`src/rtl/main_control_fsm_if.sv`:
```
// Control bundle between the multicycle control FSM and the datapath.
interface main_control_fsm_if;
    logic [5:0] opcode;
    logic [5:0] funct;
    logic       zero;
    logic       PCEn;
    logic       IorD;
    logic       Memwrite;
    logic       IRWrite;
    logic       RegDst;
    logic       MemtoReg;
    logic       RegWrite;
    logic       ALUsrcA;
    logic       PCsrc;
    logic [1:0] ALUsrcB;
    logic [2:0] ALUControl;
    logic       illegal;
    logic [3:0] state;

    // Controller side: reads instruction fields, drives strobes.
    modport master (
        input  opcode, funct, zero,
        output PCEn, IorD, Memwrite, IRWrite, RegDst, MemtoReg, RegWrite, ALUsrcA, PCsrc,
        output ALUsrcB, ALUControl, illegal, state
    );

    // Datapath side.
    modport slave (
        output opcode, funct, zero,
        input  PCEn, IorD, Memwrite, IRWrite, RegDst, MemtoReg, RegWrite, ALUsrcA, PCsrc,
        input  ALUsrcB, ALUControl, illegal, state
    );
endinterface

```
`src/rtl/main_control_fsm.sv`:
```
// Multicycle MIPS-style main control FSM (lw, sw, R-type, beq, addi).
// Strobes are registered alongside the state, so they are decoded from the next state.
module main_control_fsm #(
    parameter bit ADDI_EN      = 1'b1,
    parameter bit ILLEGAL_HOLD = 1'b0
) (
    input  logic               clk,
    input  logic               rst,
    main_control_fsm_if.master bus
);

    typedef enum logic [3:0] {
        StFetch    = 4'd0,
        StDecode   = 4'd1,
        StMemAdr   = 4'd2,
        StMemRead  = 4'd3,
        StMemWb    = 4'd4,
        StMemWrite = 4'd5,
        StExecute  = 4'd6,
        StAluWb    = 4'd7,
        StBranch   = 4'd8,
        StAddiExec = 4'd9,
        StAddiWb   = 4'd10,
        StHalt     = 4'd11
    } state_e;

    typedef struct packed {
        logic       pc_en;
        logic       iord;
        logic       mem_write;
        logic       ir_write;
        logic       reg_dst;
        logic       mem_to_reg;
        logic       reg_write;
        logic       alu_src_a;
        logic       pc_src;
        logic [1:0] alu_src_b;
        logic [2:0] alu_control;
    } ctrl_t;

    localparam logic [5:0] OpLw   = 6'b100011;
    localparam logic [5:0] OpSw   = 6'b101011;
    localparam logic [5:0] OpR    = 6'b000000;
    localparam logic [5:0] OpBeq  = 6'b000100;
    localparam logic [5:0] OpAddi = 6'b001000;

    state_e     state_q, state_d;
    logic [5:0] funct_q, funct_d;
    ctrl_t      ctrl_q;
    logic       bad_instr;

    function automatic logic [2:0] alu_op(input logic [5:0] fn);
        case (fn)
            6'b100000: alu_op = 3'b010;
            6'b100010: alu_op = 3'b110;
            6'b100100: alu_op = 3'b000;
            6'b100101: alu_op = 3'b001;
            6'b101010: alu_op = 3'b111;
            default:   alu_op = 3'b010;
        endcase
    endfunction

    // Moore strobes for a state; BRANCH's PCEn is gated with zero at the output.
    function automatic ctrl_t decode(input state_e st, input logic [5:0] fn);
        ctrl_t c;
        c = '0;
        case (st)
            StFetch: begin
                c.ir_write = 1'b1; c.pc_en = 1'b1;
                c.alu_src_b = 2'b01; c.alu_control = 3'b010;
            end
            StDecode: begin
                c.alu_src_b = 2'b11; c.alu_control = 3'b010;
            end
            StMemAdr, StAddiExec: begin
                c.alu_src_a = 1'b1; c.alu_src_b = 2'b10; c.alu_control = 3'b010;
            end
            StMemRead:  c.iord = 1'b1;
            StMemWb:    begin c.reg_write = 1'b1; c.mem_to_reg = 1'b1; end
            StMemWrite: begin c.iord = 1'b1; c.mem_write = 1'b1; end
            StExecute:  begin c.alu_src_a = 1'b1; c.alu_control = alu_op(fn); end
            StAluWb:    begin c.reg_write = 1'b1; c.reg_dst = 1'b1; end
            StBranch: begin
                c.alu_src_a = 1'b1; c.alu_control = 3'b110; c.pc_src = 1'b1; c.pc_en = 1'b1;
            end
            StAddiWb:   c.reg_write = 1'b1;
            default:    c = '0;
        endcase
        return c;
    endfunction

    // Next-state logic and DECODE-time legality check.
    always_comb begin
        state_d   = StFetch;
        funct_d   = funct_q;
        bad_instr = 1'b0;
        case (state_q)
            StFetch:   state_d = StDecode;
            StDecode: begin
                funct_d = bus.funct;
                if (bus.opcode == OpLw || bus.opcode == OpSw) begin
                    state_d = StMemAdr;
                end else if (bus.opcode == OpR && (bus.funct == 6'b100000 ||
                             bus.funct == 6'b100010 || bus.funct == 6'b100100 ||
                             bus.funct == 6'b100101 || bus.funct == 6'b101010)) begin
                    state_d = StExecute;
                end else if (bus.opcode == OpBeq) begin
                    state_d = StBranch;
                end else if (ADDI_EN && bus.opcode == OpAddi) begin
                    state_d = StAddiExec;
                end else begin
                    bad_instr = 1'b1;
                    state_d   = ILLEGAL_HOLD ? StHalt : StFetch;
                end
            end
            StMemAdr:   state_d = (bus.opcode == OpSw) ? StMemWrite : StMemRead;
            StMemRead:  state_d = StMemWb;
            StExecute:  state_d = StAluWb;
            StAddiExec: state_d = StAddiWb;
            StHalt:     state_d = StHalt;
            default:    state_d = StFetch;
        endcase
    end

    // State, latched funct and registered strobes.
    always_ff @(posedge clk) begin
        if (rst) begin
            state_q <= StFetch;
            funct_q <= '0;
            ctrl_q  <= decode(StFetch, 6'b000000);
        end else begin
            state_q <= state_d;
            funct_q <= funct_d;
            ctrl_q  <= decode(state_d, funct_d);
        end
    end

    // Everything is forced low while reset is held.
    assign bus.PCEn       = !rst && ctrl_q.pc_en && (state_q != StBranch || bus.zero);
    assign bus.IorD       = !rst && ctrl_q.iord;
    assign bus.Memwrite   = !rst && ctrl_q.mem_write;
    assign bus.IRWrite    = !rst && ctrl_q.ir_write;
    assign bus.RegDst     = !rst && ctrl_q.reg_dst;
    assign bus.MemtoReg   = !rst && ctrl_q.mem_to_reg;
    assign bus.RegWrite   = !rst && ctrl_q.reg_write;
    assign bus.ALUsrcA    = !rst && ctrl_q.alu_src_a;
    assign bus.PCsrc      = !rst && ctrl_q.pc_src;
    assign bus.ALUsrcB    = rst ? 2'b00 : ctrl_q.alu_src_b;
    assign bus.ALUControl = rst ? 3'b000 : ctrl_q.alu_control;
    assign bus.illegal    = !rst && bad_instr;
    assign bus.state      = rst ? 4'd0 : state_q;

endmodule

```
`src/flat_wrapper.sv`:
```
// flat-port wrapper written by rule: the top's interface ports become plain ports
module main_control_fsm_flat 
#(
    parameter bit ADDI_EN      = 1'b1,
    parameter bit ILLEGAL_HOLD = 1'b0
)
  (clk, rst, bus_opcode, bus_funct, bus_zero, bus_PCEn, bus_IorD, bus_Memwrite, bus_IRWrite, bus_RegDst, bus_MemtoReg, bus_RegWrite, bus_ALUsrcA, bus_PCsrc, bus_ALUsrcB, bus_ALUControl, bus_illegal, bus_state);
  main_control_fsm_if bus_i ();
  input  logic clk;
  input  logic rst;
  input wire logic [$bits(bus_i.opcode)-1:0] bus_opcode;
  input wire logic [$bits(bus_i.funct)-1:0] bus_funct;
  input wire logic [$bits(bus_i.zero)-1:0] bus_zero;
  output wire logic [$bits(bus_i.PCEn)-1:0] bus_PCEn;
  output wire logic [$bits(bus_i.IorD)-1:0] bus_IorD;
  output wire logic [$bits(bus_i.Memwrite)-1:0] bus_Memwrite;
  output wire logic [$bits(bus_i.IRWrite)-1:0] bus_IRWrite;
  output wire logic [$bits(bus_i.RegDst)-1:0] bus_RegDst;
  output wire logic [$bits(bus_i.MemtoReg)-1:0] bus_MemtoReg;
  output wire logic [$bits(bus_i.RegWrite)-1:0] bus_RegWrite;
  output wire logic [$bits(bus_i.ALUsrcA)-1:0] bus_ALUsrcA;
  output wire logic [$bits(bus_i.PCsrc)-1:0] bus_PCsrc;
  output wire logic [$bits(bus_i.ALUsrcB)-1:0] bus_ALUsrcB;
  output wire logic [$bits(bus_i.ALUControl)-1:0] bus_ALUControl;
  output wire logic [$bits(bus_i.illegal)-1:0] bus_illegal;
  output wire logic [$bits(bus_i.state)-1:0] bus_state;
  assign bus_i.opcode = bus_opcode;
  assign bus_i.funct = bus_funct;
  assign bus_i.zero = bus_zero;
  assign bus_PCEn = bus_i.PCEn;
  assign bus_IorD = bus_i.IorD;
  assign bus_Memwrite = bus_i.Memwrite;
  assign bus_IRWrite = bus_i.IRWrite;
  assign bus_RegDst = bus_i.RegDst;
  assign bus_MemtoReg = bus_i.MemtoReg;
  assign bus_RegWrite = bus_i.RegWrite;
  assign bus_ALUsrcA = bus_i.ALUsrcA;
  assign bus_PCsrc = bus_i.PCsrc;
  assign bus_ALUsrcB = bus_i.ALUsrcB;
  assign bus_ALUControl = bus_i.ALUControl;
  assign bus_illegal = bus_i.illegal;
  assign bus_state = bus_i.state;
  main_control_fsm #(.ADDI_EN(ADDI_EN), .ILLEGAL_HOLD(ILLEGAL_HOLD)) u_core (.clk(clk), .rst(rst), .bus(bus_i));
endmodule
```
`config.mk`:
```
export PLATFORM = sky130hd
export DESIGN_NAME = main_control_fsm_flat
export DESIGN_NICKNAME = d
export VERILOG_FILES = /design/src/rtl/main_control_fsm_if.sv /design/src/rtl/main_control_fsm.sv /design/src/flat_wrapper.sv
export SDC_FILE = /design/constraint.sdc
export NUM_CORES = 1
export LEC_CHECK = 0
export CORE_UTILIZATION = 41
export CTS_CLUSTER_DIAMETER = 60
export CTS_CLUSTER_SIZE = 12
export DETAILED_ROUTE_END_ITERATION = 10
export MAX_ROUTING_LAYER = met4
export PLACE_DENSITY_LB_ADDON = 0.2
export SYNTH_ARGS = -nofsm -noshare
export SYNTH_HDL_FRONTEND = slang
export SYNTH_SLANG_ARGS = --single-unit
```
`constraint.sdc`:
```
create_clock -name clk -period 1.7 [get_ports clk]
set_input_delay 0.34 -clock clk [delete_from_list [all_inputs] [get_ports clk]]
set_output_delay 0.34 -clock clk [all_outputs]
set_load 0.05 [all_outputs]
```
==> flow_summary.json, run 1 <==
{
  "status": "finished, violations left",
  "violations": "negative setup slack",
  "synthArstFlopShare_pct": 0,
  "yosys.cell_types.count": 42,
  "hold_violations": 0,
  "htree_levels": 1,
  "finalCritPeriodShare_pct": 121,
  "report.final.slew_viol_count": 0,
  "synth.avg_cell_area_sq_um": 8.14,
  "cp_data_arrival_time_ns": 1.72,
  "place_hpwl_um": 2480,
  "synth_top_cell_by_area": "dfxtp_1",
  "die-width_um": 54.1,
  "cp-start-kind": "flip-flop",
  "finClkSkew_ns": 0.0101,
  "crit_path_max_incr_delay_ns": 0.57,
  "drc": 0,
  "antenna_found_initial": 0,
  "start_util_pct": 44.2,
  "track_usage_pct": 33.9,
  "drive_gt1_share_pct": 55.9,
  "ys_warn_count": 0,
  "design_area_sq_um": 2310,
  "cp.required_ns": 1.36,
  "io_buffers": 33,
  "overflow": 0,
  "crit_type": "reg2out",
  "rsz0062_at_grt": "yes",
  "firstDrtPassIters": 4,
  "crit_path_end_kind": "output port",
  "synth-edff-count": 0,
  "cp_top_family": "simple AND/OR/NAND/NOR gates",
  "post-route-util_pct": 91.7,
  "synth_area_leaders": "dfxtp_1, nor2b_1, nand2_1",
  "dieArea_sq_um": 2930,
  "routed_wl_um": 5520,
  "met2_usage_pct": 56.3,
  "path_clk_slew_ns": 0.14,
  "path_depth": 3,
  "fmax_mhz": 484,
  "gp_congestion": 0.979,
  "drt_iter0_drc": 56,
  "detail-route-antenna-nets": 0,
  "numPlacedInstances": 232,
  "finalSetupViolCount": 20,
  "critPathSlowestCell": "or4b_4",
  "critPathLaunch": "u_core.state_q[3]",
  "path_buf_inv": 1,
  "synth.top_cell.area_share_pct": 37.7,
  "ys_seq_area_share_pct": 37.7,
  "synthFlopType": "dfxtp_1",
  "fp.dieH_um": 54.1,
  "first_global_vias": 1393,
  "cts_tree": "yes",
  "period_needed_ns": 2.06,
  "grt.busiest_layer": "met2",
  "area_growth_pct": 107,
  "drv_cap": 0,
  "clk_path_buf_depth": 2,
  "p_leak_nw": 1.02,
  "fin_ws_ns": -0.365,
  "grt.met3_usage_pct": 6.50,
  "rows": 18,
  "finalNetCount": 238,
  "grt_max_degree": 13,
  "wl_per_cell_um": 21.9,
  "hold_depth": 2,
  "crit_chain": "or4b_4, nor4_4, buf_12",
  "syn_inst": 137,
  "ys_ff_latch": 21,
  "grtUsageMet1_pct": 37.2,
  "worst_pin_slew_ns": 0.406,
  "synth_area_sq_um": 1110,
  "num_vias": 1538,
  "reg2reg_depth": 7,
  "dpl-instance-area_sq_um": 1950,
  "powerDensity_nw_per_um2": 508,
  "cts_sinks": 21,
  "root_buffer": "clkbuf_4",
  "worstPathMaxFanout": 2,
  "p_total_mw": 1.18,
  "viasPerCell": 6.10,
  "core_sq_um": 2520,
  "io_pins": 34,
  "grt_first_pass_wirelength_um": 6630,
  "reg2reg_from": "u_core.state_q[3]",
  "syn-num-nets": 152,
  "relSlewSlack_pct": 72.9,
  "instances_no_fill": 252,
  "vdd_drop_max_uv": 709,
  "clkLatencyLatePin_ns": 0.33,
  "holdCritStartpoint": "u_core.funct_q[0]",
  "hp-class": "reg2reg",
  "cts_buffers": 3,
  "diodes": 0
}
-- cells in the mapped netlist (2+ instances only) --
master     n
a21oi_1    6
xor2_1     3
nor3_1     4
or4bb_1    2
o21ai_0    4
nor2b_1   17
nand2_1   14
nor4b_1    2
nand3_1    2
a31oi_1    2
a311oi_1   2
nand2b_1   2
and3_1     2
dfxtp_1   21
o41ai_2    2
clkbuf_1   5
o21ai_1    2
nor2_1    14
inv_1      6
or3_1      3
-- state kept, by name, summed over array words and instances (netlist names) --
name / cells
u_core.ctrl_q: 14
u_core.funct_q: 3
u_core.state_q: 4
-- power breakdown --
group          switching (mW)  leakage [nW]  internal (mW)
registers             0.00758         0.173          0.507
logic                   0.208         0.826          0.185
clock network           0.179        0.0177         0.0885
-- placed cells by master (no fill, tap or decap), drive strengths merged, types with 2 or more instances in the layout --
| cell | n |
|---|---|
| nor4b | 2 |
| nand2b | 2 |
| or4bb | 2 |
| nor2 | 15 |
| clkbuf | 5 |
| a31oi | 2 |
| xor2 | 3 |
| o41ai | 2 |
| a21oi | 6 |
| a311oi | 2 |
| inv | 6 |
| nand3 | 2 |
| nand2 | 15 |
| or3 | 3 |
| nor3 | 4 |
| nor2b | 17 |
| buf | 75 |
| clkinv | 2 |
| o21ai | 7 |
| and3 | 2 |
| dlygate4sd2 | 8 |
| dfxtp | 21 |
-- stage by stage --
stage | TNS [ns] | setup slack, ns | hold slack, ns
floorplan | -0.485 | -0.259 | 0.424
global placement | -10.09 | -0.604 | 0.440
detailed placement | -11.39 | -0.724 | 0.451
CTS | -1.40 | -0.369 | 0.466
global route | -4.53 | -0.426 | 0.474
finish | -3.71 | -0.365 | 0.470
-- cells by family (layout without fill, tap and decap cells) --
logic type             after synthesis  in the layout  share of synthesized area, %
AO/OA/AOI/OAI                       28             28                          18.7
XOR/XNOR                             3              3                          2.36
buffers and inverters               13             98                          4.49
flip-flops                          21             21                          37.7
multiplexers                         1              1                         0.898
AND/OR/NAND/NOR                     71             71                          35.8
-- metal layers --
metal	share of wire [%]	wire, um	up-vias
li1	-	-	653
met5	0	0	-
met1	37	2020	745
met4	6.8	378	0
met3	8.2	452	37
met2	48	2670	103
-- cell type report --
class                   instances  area, sq um
repair buffers                 87          946
clock buffers                   3         22.5
inverters                       7         27.5
fillers                       103          210
multi-input cells             103          846
flip-flops and latches         21          428
clock inverters                 1         5.00
well taps                      30         37.5
-- final timing paths --
check	to	slack, ns
hold reg to reg	u_core.funct_q[0]	0.47
setup / recovery	bus_illegal	-0.36
setup reg to reg	u_core.ctrl_q[6]	-0.33
hold / removal	u_core.funct_q[0]	0.47
-- tightest hold or removal path, delay by kind of cell (launching register included) --
| kind | cells | cell delay [ns] |
|---|---|---|
| AOI/OAI and AO/OA | 1 | 0.06 |
| DFF | 1 | 0.33 |
| and+or+nand+nor | 1 | 0.05 |
-- timing repair --
action / 4_1_cts / 5_1_grt
gates resized for setup: 58 / 28
buffers inserted: 6 / 10
pin swaps: 16 / 13
endpoints found under the setup margin: 21 / 23
hold buffers: 0 / 0
endpoints found under the hold margin: 0 / 0
cloned: 1 / 0
Note: power is estimated with default switching activity, not from simulation.
==> inputs of run 2 (changes only) <==
CORE_UTILIZATION = 49   (was 41)
GPL_ROUTABILITY_DRIVEN = 0   (was default)
clock period = 2.5 ns   (was 1.7 ns; I/O delays follow)
==> run 2 against run 1 <==
Effect of this change: the run now ends clean; clock-buffer cell count did not move; largest cell class is now multi-input gates; final cell count down 17%; clock skew shrank 0.0030 ns; via count down 13%; critical endpoint unchanged; wire length down 27%; flip-flop and latch count unchanged; sequential share of layout area rose by 4.9 points.
==> flow_summary.json, run 2 (synthesized netlist as in run 1, its figures left out) <==
{
  "diodes": 0,
  "wl_per_cell_um": 19.3,
  "detail-route-antenna-nets": 0,
  "path_clk_slew_ns": 0.12,
  "place_hpwl_um": 2680,
  "drt_iter0_drc": 118,
  "fp.dieH_um": 49.7,
  "period_needed_ns": 2.49,
  "finalCritPeriodShare_pct": 99.5,
  "drive_gt1_share_pct": 27.6,
  "critPathSlowestCell": "clkdlybuf4s50_1",
  "finClkSkew_ns": 0.00709,
  "reg2reg_from": "u_core.state_q[1]",
  "finalSetupViolCount": 0,
  "p_total_mw": 0.707,
  "overflow": 0,
  "clk_path_buf_depth": 2,
  "viasPerCell": 6.45,
  "post-route-util_pct": 87.8,
  "crit_path_max_incr_delay_ns": 0.51,
  "grt_first_pass_wirelength_um": 6260,
  "clockPowerShare_pct": 23.4,
  "p_seq_share_pct": 49.5,
  "switchingPower_mw": 0.218,
  "io_buffers": 33,
  "io_pins": 34,
  "final_common_cell": "dfxtp_1",
  "crit_path_end_kind": "output port",
  "num_vias": 1342,
  "biggestRegsByFlops": "u_core.ctrl_q: 14 flops, u_core.state_q: 4 flops, u_core.funct_q: 3 flops",
  "relSlewSlack_pct": 55.1,
  "hold_violations": 0,
  "antenna_found_initial": 0,
  "htree_levels": 1,
  "rows": 16,
  "die-width_um": 49.7,
  "crit_chain": "clkdlybuf4s50_1, mux2i_1, a31oi_2, nor2_2, nor4_4, buf_12",
  "drc": 0,
  "finalNetCount": 197,
  "area_growth_pct": 60.8,
  "swShare_pct": 30.8,
  "first_global_vias": 1335,
  "start_util_pct": 54.6,
  "firstDrtPassIters": 7,
  "track_usage_pct": 35.2,
  "cp-start-kind": "primary input",
  "cts_sinks": 21,
  "final_cell_mix": "dfxtp_1, buf_12, nor2b_1",
  "dieArea_sq_um": 2470,
  "p_leak_nw": 0.733,
  "root_buffer": "clkbuf_4",
  "reg2reg_depth": 7,
  "fmax_mhz": 402,
  "drv_cap": 0,
  "hold_depth": 2,
  "largest_reg_flops": 14,
  "cts_tree": "yes",
  "max_flop_register": "u_core.ctrl_q",
  "grt_max_degree": 16,
  "clkLatencyLatePin_ns": 0.31,
  "holdCritStartpoint": "u_core.funct_q[1]",
  "routed_wl_um": 4020,
  "combPwrFrac_pct": 27.1,
  "cp_data_arrival_time_ns": 1.99,
  "hp-class": "reg2reg",
  "worst_hold_slack_ns": 0.490,
  "vdd_drop_max_uv": 416,
  "core_sq_um": 2040,
  "worst_pin_slew_ns": 0.671,
  "worstPathMaxFanout": 2,
  "status": "finished, final reports clean",
  "crit_type": "in2out",
  "critPathLaunch": "bus_funct[2]",
  "internal-power_mw": 0.489,
  "powerDensity_nw_per_um2": 394,
  "cp.required_ns": 2.00,
  "cts_buffers": 3,
  "report.final.slew_viol_count": 0
}
==> run 2: power groups by stage <==
stage               registers (mW)  clock network [mW]  logic (mW)
global placement             0.356                   0       0.173
CTS                          0.350               0.165       0.185
floorplan                    0.355                   0      0.0911
detailed placement           0.357                   0       0.182
finish                       0.350               0.165       0.192
global route                 0.351               0.179       0.201
==> run 2: worst paths after layout <==
| path | end | slack, ns |
|---|---|---|
| min | u_core.funct_q[1] | 0.49 |
| max reg2reg | u_core.ctrl_q[6] | 0.27 |
| min reg2reg | u_core.funct_q[1] | 0.49 |
| max | bus_illegal | 0.01 |
==> run 2: routing by layer <==
layer  wire length, um  track usage (%)  vias up
met3               306             9.57       36
li1                  -                -      572
met5                 0                -        -
met2              2020             66.0      111
met1              1430             33.1      623
met4               259             14.8        0
==> run 2: cell type report <==
class	instances	area (sq um)
multi-input combinational	103	679
timing repair buffer	46	606
sequential	21	420
fill	96	249
tap	27	33.8
inverter	7	26.3
clock buffer	3	22.5
clock inverter	1	5.00
==> run 2: what timing repair did <==
item,CTS,global route
resized for setup,4,4
pin swaps,0,3
setup buffers,0,0
endpoints found under the setup margin,1,1
hold buffers,0,0
gates cloned,0,0
==> run 2: metrics by stage <==
step | instances | setup slack [ns] | TNS [ns] | instance area (sq um)
floorplan | 137 | 0.235 | 0 | 1130
detailed placement | 204 | -0.101 | -0.383 | 1750
CTS | 208 | 0.00195 | 0 | 1780
global route | 208 | -0.0162 | -0.0162 | 1790
global placement | 204 | 0.0396 | 0 | 1750
finish | 208 | 0.0117 | 0 | 1790
==> run 2: worst max-delay path: cells and delay by family <==
kind,cells,cell delay (ns)
mux,1,0.37
compound gates,1,0.19
buf+inv,2,0.67
simple gates,2,0.25
